<file path="config.mk">
export PLATFORM = sky130hd
export DESIGN_NAME = serial_adder_ctrl
export DESIGN_NICKNAME = d
export VERILOG_FILES = /design/src/rtl/serial_adder_ctrl.sv
export SDC_FILE = /design/constraint.sdc
export NUM_CORES = 1
export LEC_CHECK = 0
export ABC_CLOCK_PERIOD_IN_PS = 1600
export CORE_MARGIN = 2
export CORE_UTILIZATION = 25
export CTS_CLUSTER_DIAMETER = 50
export DETAILED_ROUTE_END_ITERATION = 16
export PLACE_DENSITY = 0.52
export SKIP_CTS_REPAIR_TIMING = 1
export SYNTH_ARGS = -nofsm -noshare
export SYNTH_HDL_FRONTEND = slang
export SYNTH_SLANG_ARGS = --single-unit
</file>
<file path="constraint.sdc">
create_clock -name clk -period 1.6 [get_ports clk]
set_input_delay 0.16 -clock clk [delete_from_list [all_inputs] [get_ports clk]]
set_output_delay 0.16 -clock clk [all_outputs]
set_load 0.005 [all_outputs]
</file>
<file path="src/rtl/serial_adder_ctrl.sv">
// serial_adder_ctrl: N-bit add (a + b + cin) on one 2-bit adder slice, two bits per clock, LSB first.
// Latency: start accepted in IDLE, busy for N/2 cycles, then a one-cycle done with sum/cout valid.
// Backpressure: none; start is only sampled in IDLE and is dropped (not queued) in RUN or DONE.
module serial_adder_ctrl #(
  parameter int N = 8
) (
  input  logic         clk,
  input  logic         rst,
  input  logic         start,
  input  logic [N-1:0] a,
  input  logic [N-1:0] b,
  input  logic         cin,
  output logic         busy,
  output logic         done,
  output logic [N-1:0] sum,
  output logic         cout
);

  // Reject odd or too-small widths at elaboration time.
  generate
    if ((N < 2) || ((N % 2) != 0)) begin : g_bad_n
      $error("serial_adder_ctrl: N must be even and >= 2");
    end
  endgenerate

  localparam int HALF = N / 2;
  localparam int CW   = (HALF > 1) ? $clog2(HALF) : 1;
  localparam logic [CW-1:0] LAST_CNT = CW'(HALF - 1);

  typedef enum logic [1:0] {
    IDLE = 2'd0,
    RUN  = 2'd1,
    DONE = 2'd2
  } state_t;

  state_t        r_state;
  state_t        w_state_nxt;
  logic [N-1:0]  r_a_sh;
  logic [N-1:0]  r_b_sh;
  logic [N-1:0]  r_sum_sh;
  logic [N-1:0]  r_sum;
  logic          r_carry;
  logic          r_cout;
  logic [CW-1:0] r_cnt;

  logic [2:0]    w_slice;
  logic          w_c1;
  logic          w_last;
  logic [N+1:0]  w_sum_cat;
  logic [N-1:0]  w_sum_nxt;

  // The single 2-bit adder slice: {c1,s1,s0} = a_sh[1:0] + b_sh[1:0] + carry.
  assign w_slice = {1'b0, r_a_sh[1:0]} + {1'b0, r_b_sh[1:0]} + {2'b00, r_carry};
  assign w_c1    = w_slice[2];
  assign w_last  = (r_cnt == LAST_CNT);

  // New slice bits enter at the MSB end while the partial sum shifts right by two;
  // concatenating first keeps this valid for N=2, where there are no old bits left.
  assign w_sum_cat = {w_slice[1:0], r_sum_sh};
  assign w_sum_nxt = w_sum_cat[N+1:2];

  // State register with synchronous reset.
  always_ff @(posedge clk) begin
    if (rst) begin
      r_state <= IDLE;
    end else begin
      r_state <= w_state_nxt;
    end
  end

  // Next-state logic and status outputs decoded from the current state.
  always_comb begin
    w_state_nxt = r_state;
    busy        = 1'b0;
    done        = 1'b0;
    case (r_state)
      IDLE: begin
        if (start) begin
          w_state_nxt = RUN;
        end
      end
      RUN: begin
        busy = 1'b1;
        if (w_last) begin
          w_state_nxt = DONE;
        end
      end
      DONE: begin
        done        = 1'b1;
        w_state_nxt = IDLE;
      end
      default: begin
        w_state_nxt = IDLE;
      end
    endcase
  end

  // Serial datapath: load on accepted start, one slice step per RUN cycle, and
  // publish sum/cout only on the final step so partial results never show.
  always_ff @(posedge clk) begin
    if (rst) begin
      r_a_sh   <= '0;
      r_b_sh   <= '0;
      r_sum_sh <= '0;
      r_carry  <= 1'b0;
      r_cnt    <= '0;
      r_sum    <= '0;
      r_cout   <= 1'b0;
    end else begin
      case (r_state)
        IDLE: begin
          if (start) begin
            r_a_sh   <= a;
            r_b_sh   <= b;
            r_carry  <= cin;
            r_cnt    <= '0;
            r_sum_sh <= '0;
          end
        end
        RUN: begin
          r_sum_sh <= w_sum_nxt;
          r_carry  <= w_c1;
          r_a_sh   <= r_a_sh >> 2;
          r_b_sh   <= r_b_sh >> 2;
          if (w_last) begin
            // Hold the counter on the final step so it never wraps.
            r_sum  <= w_sum_nxt;
            r_cout <= w_c1;
          end else begin
            r_cnt <= r_cnt + 1'b1;
          end
        end
        default: begin
        end
      endcase
    end
  end

  assign sum  = r_sum;
  assign cout = r_cout;

endmodule

</file>
; ---- After elaboration in Yosys (flattened, before gate mapping)
; Cells that the tools add are included.
[totals]
reg_bits = 38
wordCells = 39
[classes]
add_sub_neg = 3
eq_ne = 6
muxes = 16
reduce_logical = 6
[op_table]
columns = op, count
row1 = 8-bit case mux with 2 select lines, 3
row2 = 8-bit 2-to-1 mux, 3
row3 = 2-bit 2-to-1 mux, 4
row4 = 2-bit case mux with 2 select lines, 2
row5 = 2-bit inequality test (second input constant), 3
row6 = 2-bit AND reduction, 3
row7 = 2-bit equality test (second input constant), 2
row8 = 2-bit by 2-bit adder with 3-bit output, 1
row9 = 3-bit by 1-bit adder with 3-bit output, 1
row10 = 1-bit 2-to-1 mux, 3
row11 = 3-bit AND reduction, 1
row12 = 2-bit by 1-bit adder with 2-bit output (second input constant), 1
row13 = 2-bit by 1-bit equality test with 1-bit output (second input constant), 1
row14 = 2-bit logical NOT, 1
row15 = 1-bit case mux with 2 select lines, 1
row16 = 2-bit nonzero test, 1

; ---- Depth between registers and ports, before layout
; Gate-level depths: netlist of run 1.
[logic_depth]
word_depth = 3
depth_mapped = 6

; ---- Worst setup path after synthesis of run 1
; No wires, ideal clock.
[synth_path]
path_kind = flip-flop to flip-flop
startpoint = register r_a_sh[0]
endpoint = register r_sum_sh[7]
arrival_ns = 1.471
required_ns = 1.472
setup_slack_ns = 0.001
stages_incl_launch_ff = 6
n_path_buf = 0
period_less_slack_ns = 1.599
path_cell_list = dfxtp_1 -> inv_1 -> fa_1 -> fa_1 -> a2bb2oi_1 -> nor2_1
[synth_via]
elab_chain_cells = 3
[synth_lines]
columns = element, line_no
row1 = "start, declared", 38  ; logic [N-1:0] r_a_sh;
row2 = "start signal, assigned", 123  ; r_a_sh <= r_a_sh >> 2;
row3 = 2-bit by 2-bit adder with 3-bit output, 53  ; assign w_slice = {1'b0, r_a_sh[1:0]} + {1'b0, r_b_sh[1:0]} + {2'b00, r_carry};
row4 = 3-bit by 1-bit adder with 3-bit output, 53
row5 = 8-bit case mux with 2 select lines, 110  ; case (r_state)
row6 = "end signal, assigned", 121  ; r_sum_sh <= w_sum_nxt;
row7 = "end, declared", 40  ; logic [N-1:0] r_sum_sh;
; Every way passes these cells.
; A chain may end at the register's enable or synchronous reset.

; ---- Worst setup path in the final report of run 1
[layout_path]
startpoint = register r_carry
endpoint = register r_sum_sh[7]
[layout_via]
elab_chain_cells = 2
[layout_lines]
columns = element, line_no
row1 = "start, declared", 42  ; logic r_carry;
row2 = "start signal, assigned", 115  ; r_carry <= cin;
row3 = "start signal, assigned", 122  ; r_carry <= w_c1;
row4 = 3-bit by 1-bit adder with 3-bit output, 53
row5 = 8-bit case mux with 2 select lines, 110
; Every way passes these cells.

==> results of run 1 <==
==> kinds of logic (layout without fill, tap and decap cells) <==
kind of cell	after synthesis	count (layout)
and+or+nand+nor	51	51
AOI/OAI and AO/OA	37	37
DFF	36	36
buffers and inverters	21	56
muxes	14	14
adders and majority gates	3	3
==> worst max-delay path, delay by kind of cell, from the launching register on <==
| kind | cells | cell delay (ns) |
|---|---|---|
| AND/OR/NAND/NOR | 1 | 0.04 |
| flip-flops | 1 | 0.34 |
| AO/OA/AOI/OAI | 1 | 0.12 |
| buffers and inverters | 1 | 0.04 |
| adder cells (fa/ha/maj) | 2 | 0.94 |
==> sequential cells by signal, summed over array words and instances, names as in the netlist <==
signal / cells
r_sum_sh: 6
r_a_sh: 8
sum: 8
r_carry: 1
r_cnt: 2
r_b_sh: 8
cout: 1
r_state: 2
==> power by group through the flow <==
stage          Clock (uW)  Sequential, uW  Combinational (uW)
5_1_grt               871             977                 314
4_1_cts               833             968                 275
3_3_place_gp            0             988                 273
6_report              802             969                 282
2_1_floorplan           0             979                 183
3_5_place_dp            0             989                 274
==> how the worst max path moves through the flow <==
stage	depth (start not counted)	slack (ns)	to	start
2_1_floorplan	5	0.001	r_sum_sh[7]	r_a_sh[0]
3_3_place_gp	5	-0.02	r_sum_sh[7]	r_a_sh[0]
4_1_cts	3	-0.13	busy	r_state[0]
6_report	5	0.01	r_sum_sh[7]	r_carry
5_1_grt	5	-0.03	r_sum_sh[7]	r_carry
3_5_place_dp	6	-0.06	r_carry	r_a_sh[0]
==> layer usage <==
layer	share of wire	routed length [um]	up-vias	GRT usage
met5	0	0	-	0
met4	0.0041	13	0	0.0344
met3	0.036	114	2	0.0293
met2	0.45	1420	18	0.165
met1	0.51	1600	539	0.136
li1	-	-	630	-
==> synthesized netlist by cell type, types with 2 or more instances <==
cell type | n | area, sq um
inv_1 | 8 | 30.0
a211oi_1 | 9 | 67.6
a211oi_2 | 7 | 87.6
nand2_1 | 14 | 52.6
buf_2 | 3 | 15.0
a21oi_1 | 7 | 35.0
nand3_1 | 2 | 10.0
a22oi_1 | 8 | 60.1
dfxtp_1 | 36 | 721
buf_1 | 3 | 11.3
nor2_1 | 28 | 105
a2bb2oi_1 | 2 | 17.5
mux2i_1 | 14 | 140
a31oi_1 | 2 | 12.5
buf_4 | 2 | 15.0
buf_6 | 4 | 45.0
fa_1 | 2 | 40.0
==> layout by cell type (no fill, tap or decap), types with 2 or more instances in the layout <==
cell type,synthesis,layout
a31oi_1,2,2
nand3_1,2,2
fa_2,0,2
a211oi_2,7,7
buf_4,2,8
clkbuf_8,0,5
inv_1,8,6
nor2_1,28,28
a211oi_1,9,9
nand2_1,14,14
clkdlybuf4s50_1,0,29
inv_2,0,2
a22oi_1,8,8
dfxtp_2,0,4
mux2i_1,14,14
dfxtp_1,36,31
buf_12,0,2
a21oi_1,7,7
==> metrics by stage <==
step                      setup TNS (ns)  total power [uW]  hold WS [ns]
after floorplan                        0              1160         0.308
after global placement           -0.0187              1260         0.444
after detailed placement          -0.104              1260         0.447
after CTS                         -0.276              2080         0.460
after global routing             -0.0561              2160         0.471
final                                  0              2050         0.458
==> final cells by class <==
class                      instances  area [sq um]
fill                             643          3860
clock buffer                       5          68.8
multi-input combinational        105           727
clock inverter                     3          42.5
inverter                           8          30.0
timing repair buffer              40           403
sequential                        36           729
tap                               75          93.8
==> flow_summary.ini, run 1 <==
[route]
vias_per_cell = 4.37
drtIter0Drc = 77
dr.pass1.iters = 4
wl_per_cell_um = 11.5
route.vias.total = 1189
ant_nets = 0
drc = 0
routed_wl_um = 3140

[clock_network]
h-tree-depth = 2
cts_root_buffer = clkbuf_8
clk_latency_ns = 0.28
cts_buffers = 5
cts_tree = built
cts.sinks = 36
clkTransAtPathRegs_ns = 0.08
clockBufferDepth = 2

[critical_path]
crit_required_ns = 1.78
critPathLaunchType = flip-flop
worstReg2RegEnd = r_sum_sh[7]
cp_max_fo = 2
r2r_start = r_carry
crit_path_frequent_cell = fa_2
worst_path_largest_cell_delay_ns = 0.56
critPathSlowestCell = fa_2
r2r_cells = 5
end_kind = flip-flop
cp.arrival_ns = 1.77
cp_cell_sequence = inv_2 -> fa_2 -> fa_2 -> a2bb2oi_2 -> nor2_1
critPathKind = flip-flop to flip-flop
r2r_slack_ns = 0.01

[floorplan]
rows = 28
die_h_um = 82.7
start_util = 0.260
ioPinCount = 31
core_sq_um = 5960
dieArea_sq_um = 6850
die_w_um = 82.7

[worst_hold_path]
hold_path.startpoint = r_sum_sh[3]
hold_depth = 2
min_to = sum[1]
hold_class = flip-flop to flip-flop

[power_and_ir_drop]
irDropWorstVdd_mv = 0.373
swShare = 0.242
power.internal_uw = 1560
powerDensity_nw_per_um2 = 980
combPwrFrac = 0.137
pwr-share-seq = 0.472
switchingPower_uw = 496
pwr-share-clk = 0.391
p_leak_uw = 0.000781

[placed_design]
pre_cts_slack_ns = -0.0614
portBuffers = 30
place.gp.congestion = 0.731
placed_cell_area_sq_um = 1950
dp_cells = 263
place_hpwl_um = 2230

[logic_synthesis]
synth_edf_count = 0
synth_fa_ha_area_frac = 0.0339
ys_types = 28
synth_top_family_by_area = compound AO/OA/AOI/OAI gates
syn_area_sq_um = 1550
async_flop_share = 0
synth-xor-area-share = 0
yosys.area_share.simple = 0.140
ys_seq_area_frac = 0.465
ys_ff_latch = 36
syn_nets = 185
synth.avg_cell_area_sq_um = 9.57
synth_mux_area_frac = 0.0904
synth_compound_area_frac = 0.192
synth_flop_cell = dfxtp_1
yosys_warnings = 0
syn_inst = 162

[timing]
setup_ws_ns = 0.0103
slew_violations = 0
maxSlewHeadroom = 0.815
worst_slew_pin_slew_ns = 0.277
hold_viol_final = 0
rsz0062_at_grt = yes
fin_crit_sh = 0.994
setup_violations = 0
finClkSkew_ns = 0.00658
fmax_mhz = 629
layout_min_cycle_time_ns = 1.59

[flow_run]
cap_violations = 0

[finish]
diodes = 0
drive_gt1_frac = 0.183
fin_area_sq_um = 2090
syn2layout_area_growth_pct = 35.1
finalNetCount = 219
finalNonFillerCells = 272
fin_util = 0.352

[grt]
antenna_found_initial = 0
grt_usage = 0.104
grt_max_degree = 37
grt_pass1_wl_um = 5350
grt_pass1_vias = 1184
overflow = 0

[outcome]
outcome = completed
(Power assumes the default switching activity.)
==> inputs of run 2 (changes only) <==
- CORE_UTILIZATION: 25 -> 45
- PLACE_DENSITY: 0.52 -> 0.8
==> run 2 against run 1 <==
Clock skew is 0.0030 ns higher. First-iteration DRC count is 57% lower. The flow now finishes with violations (negative setup slack). Global-route usage is 6.5 points higher.
==> flow_summary.ini, run 2 (synthesis gave the netlist of run 1 again) <==
[outcome]
outcome = finished with violations
violations = negative setup slack

[route]
drc = 0
ant_nets = 0
dr.pass1.iters = 4
route.vias.total = 1252
drtIter0Drc = 33
routed_wl_um = 3080
vias_per_cell = 5.15
wl_per_cell_um = 12.7

[grt]
met3_usage = 0.0631
grt_usage = 0.170
met2_usage = 0.281
grt_max_degree = 27
grt_pass1_vias = 1146
met1_usage = 0.195
overflow = 0
antenna_found_initial = 0
busiest_layer = met2
grt_pass1_wl_um = 5160

[critical_path]
worst_path_largest_cell_delay_ns = 0.56
crit_required_ns = 1.84
critPathTopFamily = adder cells
cp_max_fo = 2
cp_cell_sequence = inv_2 -> fa_2 -> fa_2 -> a2bb2oi_2 -> nor2_1
crit_buf_inv = 1
end_kind = flip-flop
critPathSlowestCell = fa_2
critPathKind = flip-flop to flip-flop
crit_path_frequent_cell = fa_2
cp.arrival_ns = 1.84
critPathLaunchType = flip-flop

[finish]
regArea_sq_um = 729
fillers = 305
syn2layout_area_growth_pct = 29.3
finalNetCount = 219
layout_common_cells = dfxtp_1, nor2_1, clkdlybuf4s50_1
multiInputGateArea_sq_um = 727
diodes = 0
drive_gt1_frac = 0.188
layout_commonest_cell = dfxtp_1

[timing]
setup_ws_ns = -0.00259
fin_crit_sh = 1.00
layout_min_cycle_time_ns = 1.60
finClkSkew_ns = 0.00961
worst_slew_pin_slew_ns = 0.489
rsz0062_at_grt = yes
slew_violations = 0
fin_setup_tns_ns = -0.00259
fmax_mhz = 624
maxSlewHeadroom = 0.673
hold_viol_final = 0
setup_violations = 1

[placed_design]
place.gp.congestion = 0.825
pre_cts_slack_ns = -0.101
place_hpwl_um = 2210
portBuffers = 30

[floorplan]
die_w_um = 62.7
core_sq_um = 3310
dieArea_sq_um = 3930
die_h_um = 62.7
start_util = 0.468
rows = 21
ioPinCount = 31

[clock_network]
cts.sinks = 36
cts_root_buffer = clkbuf_4
cts_tree = built
cts_buffers = 5
clk_latency_ns = 0.34
clockBufferDepth = 2
h-tree-depth = 2
clkTransAtPathRegs_ns = 0.11

[power_and_ir_drop]
irDropWorstVdd_mv = 0.487
p_leak_uw = 0.000780
powerDensity_nw_per_um2 = 876

[flow_run]
cap_violations = 0

[worst_hold_path]
hold_class = input pin to flip-flop
run 2: where the power goes:
| part | internal (uW) | leakage [uW] | switching, uW |
|---|---|---|---|
| Clock | 209 | 0.0000380 | 295 |
| Combinational | 152 | 0.000445 | 130 |
| Sequential | 941 | 0.000296 | 28.7 |
| Total | 1300 | 0.000780 | 453 |
run 2: tightest hold or removal path, cell delays in order:
cell and delay [ns]:
clkdlybuf4s50_1 0.39, mux2i_1 0.12, a211oi_1 0.08
run 2: layer usage:
layer,wire [um],up-vias
met3,160,9
li1,-,627
met4,76,0
met2,1450,34
met1,1390,582
met5,0,-
run 2: final cells by class:
type | instances | share of cell area
sequential | 36 | 0.364
multi-input combinational | 105 | 0.363
timing repair buffer | 40 | 0.198
tap | 46 | 0.0287
clock buffer | 6 | 0.0256
inverter | 8 | 0.0162
clock inverter | 2 | 0.00499
run 2: final timing paths:
kind              from           to  cells after the start  slack (ns)
max reg2reg  r_a_sh[0]  r_sum_sh[7]                      5      -0.003
min reg2reg     sum[1]       sum[1]                      2        0.46
min               a[0]    r_a_sh[0]                      3        0.45
max          r_a_sh[0]  r_sum_sh[7]                      5      -0.003
run 2: through the flow:
stage                     area (sq um)  utilization  std cells  hold slack, ns  total power, uW
after floorplan                   1550            -        162           0.308             1160
after global placement            1900        0.573        234           0.442             1240
after detailed placement          1900        0.573        234           0.447             1250
after CTS                         1960        0.591        242           0.442             1750
after global routing              2000        0.605        243           0.458             1850
final                             2000        0.605        243           0.448             1760
==> inputs of run 3 (changes only) <==
- CORE_MARGIN: 2 -> 10
==> run 3 against run 2 <==
The flow still finishes with violations (negative setup slack). Setup slack lost 0.0096 ns. Global-route usage decreased by 5.2 points. Clock-buffer cell count decreased by 1. Largest cell class is now multi-input gates. Highest routed layer unchanged.
==> flow_summary.ini, run 3 (synthesis gave the netlist of run 1 again) <==
[flow_run]
cap_violations = 0

[timing]
finClkSkew_ns = 0.0114
fin_crit_sh = 1.01
worst_slew_pin_slew_ns = 0.417
maxSlewHeadroom = 0.721
hold_viol_final = 0
fin_setup_tns_ns = -0.0122
fmax_mhz = 620
fin_hold_ws_ns = 0.434
setup_violations = 1
layout_min_cycle_time_ns = 1.61
setup_ws_ns = -0.0122
rsz0062_at_grt = yes
slew_violations = 0

[power_and_ir_drop]
combPwrFrac = 0.151
switchingPower_uw = 482
p_leak_uw = 0.000771
power.internal_uw = 1420
irDropWorstVdd_mv = 0.654
swShare = 0.254
pwr-share-seq = 0.510
pwr-share-clk = 0.339
total_power_uw = 1900
powerDensity_nw_per_um2 = 945

[critical_path]
crit_path_frequent_cell = fa_2
critPathKind = flip-flop to flip-flop
end_kind = flip-flop
cp_max_fo = 2
critPathSlowestCell = fa_2
cp.arrival_ns = 1.87
crit_required_ns = 1.86
critPathLaunchType = flip-flop
cp_cell_sequence = inv_2 -> fa_2 -> fa_2 -> a2bb2oi_2 -> nor2_1
worst_path_largest_cell_delay_ns = 0.57
r2r_slack_ns = -0.01

[placed_design]
place_hpwl_um = 2520
pre_cts_slack_ns = -0.0675
place.gp.congestion = 0.764
dp_cells = 231
portBuffers = 30

[clock_network]
clockBufferDepth = 2
clkTransAtPathRegs_ns = 0.12
cts_tree = built
cts_buffers = 5
clk_latency_ns = 0.35
h-tree-depth = 2
cts.sinks = 36
cts_root_buffer = clkbuf_4

[floorplan]
rows = 21
dieArea_sq_um = 6190
core_sq_um = 3340
start_util = 0.465
die_h_um = 78.7
die_w_um = 78.7
ioPinCount = 31

[outcome]
outcome = finished with violations
violations = negative setup slack

[grt]
busiest_layer = met2
met1_usage = 0.128
grt_pass1_vias = 1286
met2_usage = 0.194
overflow = 0
met3_usage = 0.0462
antenna_found_initial = 0
grt_pass1_wl_um = 5910
grt_max_degree = 37
grt_usage = 0.117

[finish]
fillers = 305
diodes = 0
layout_commonest_cell = dfxtp_1
regArea_sq_um = 728
finalNetCount = 216
layout_common_cells = dfxtp_1, nor2_1, clkdlybuf4s50_1
multiInputGateArea_sq_um = 732
drive_gt1_frac = 0.186
syn2layout_area_growth_pct = 29.7
finalNonFillerCells = 240

[route]
drc = 0
vias_per_cell = 5.23
dr.pass1.iters = 5
ant_nets = 0
route.vias.total = 1256
routed_wl_um = 3510
wl_per_cell_um = 14.6
drtIter0Drc = 112

[worst_hold_path]
hold_class = input pin to flip-flop
run 3: changes by cell type in the layout (fill, tap and decap cells not counted), sizes merged:
cell	before	now
clkinvlp	0	1
bufinv	0	1
buf	10	7
clkinv	2	1
clkbuf	6	5
run 3: layout make-up:
class	count	share of cell area
Timing Repair Buffer	37	0.190
Sequential cell	36	0.362
Tap cell	46	0.0286
Multi-Input combinational cell	105	0.364
Inverter	8	0.0149
Clock inverter	3	0.0212
Clock buffer	5	0.0187
run 3: per-stage QoR:
step	area, sq um	utilization
5_1_grt	2010	0.603
2_1_floorplan	1550	-
4_1_cts	1970	0.589
3_3_place_gp	1890	0.565
6_report	2010	0.603
3_5_place_dp	1890	0.565
run 3: final timing paths:
| check | start | to | cells past startpoint |
|---|---|---|---|
| setup reg to reg | r_carry | r_sum_sh[7] | 5 |
| hold / removal | b[6] | r_b_sh[6] | 3 |
| hold reg to reg | sum[1] | sum[1] | 2 |
| setup / recovery | r_carry | r_sum_sh[7] | 5 |
run 3: metal layers:
layer  up-vias  wire (um)
li1        622          -
met1       596       1470
met2        30       1750
met3         8        197
met4         0         86
met5         -          0
run 3: critical path: cells and delay by family (launching register included):
family	cells	cell delay (ns)
AO/OA/AOI/OAI	1	0.13
buffers and inverters	1	0.04
AND/OR/NAND/NOR	1	0.05
flip-flops	1	0.35
adder cells (fa/ha/maj)	2	0.96
run 3: power groups by stage:
stage	registers [uW]	logic (uW)	clock network (uW)
after CTS	968	272	655
final	969	287	644
after global routing	975	316	702
after detailed placement	988	269	0
after floorplan	979	183	0
after global placement	984	257	0
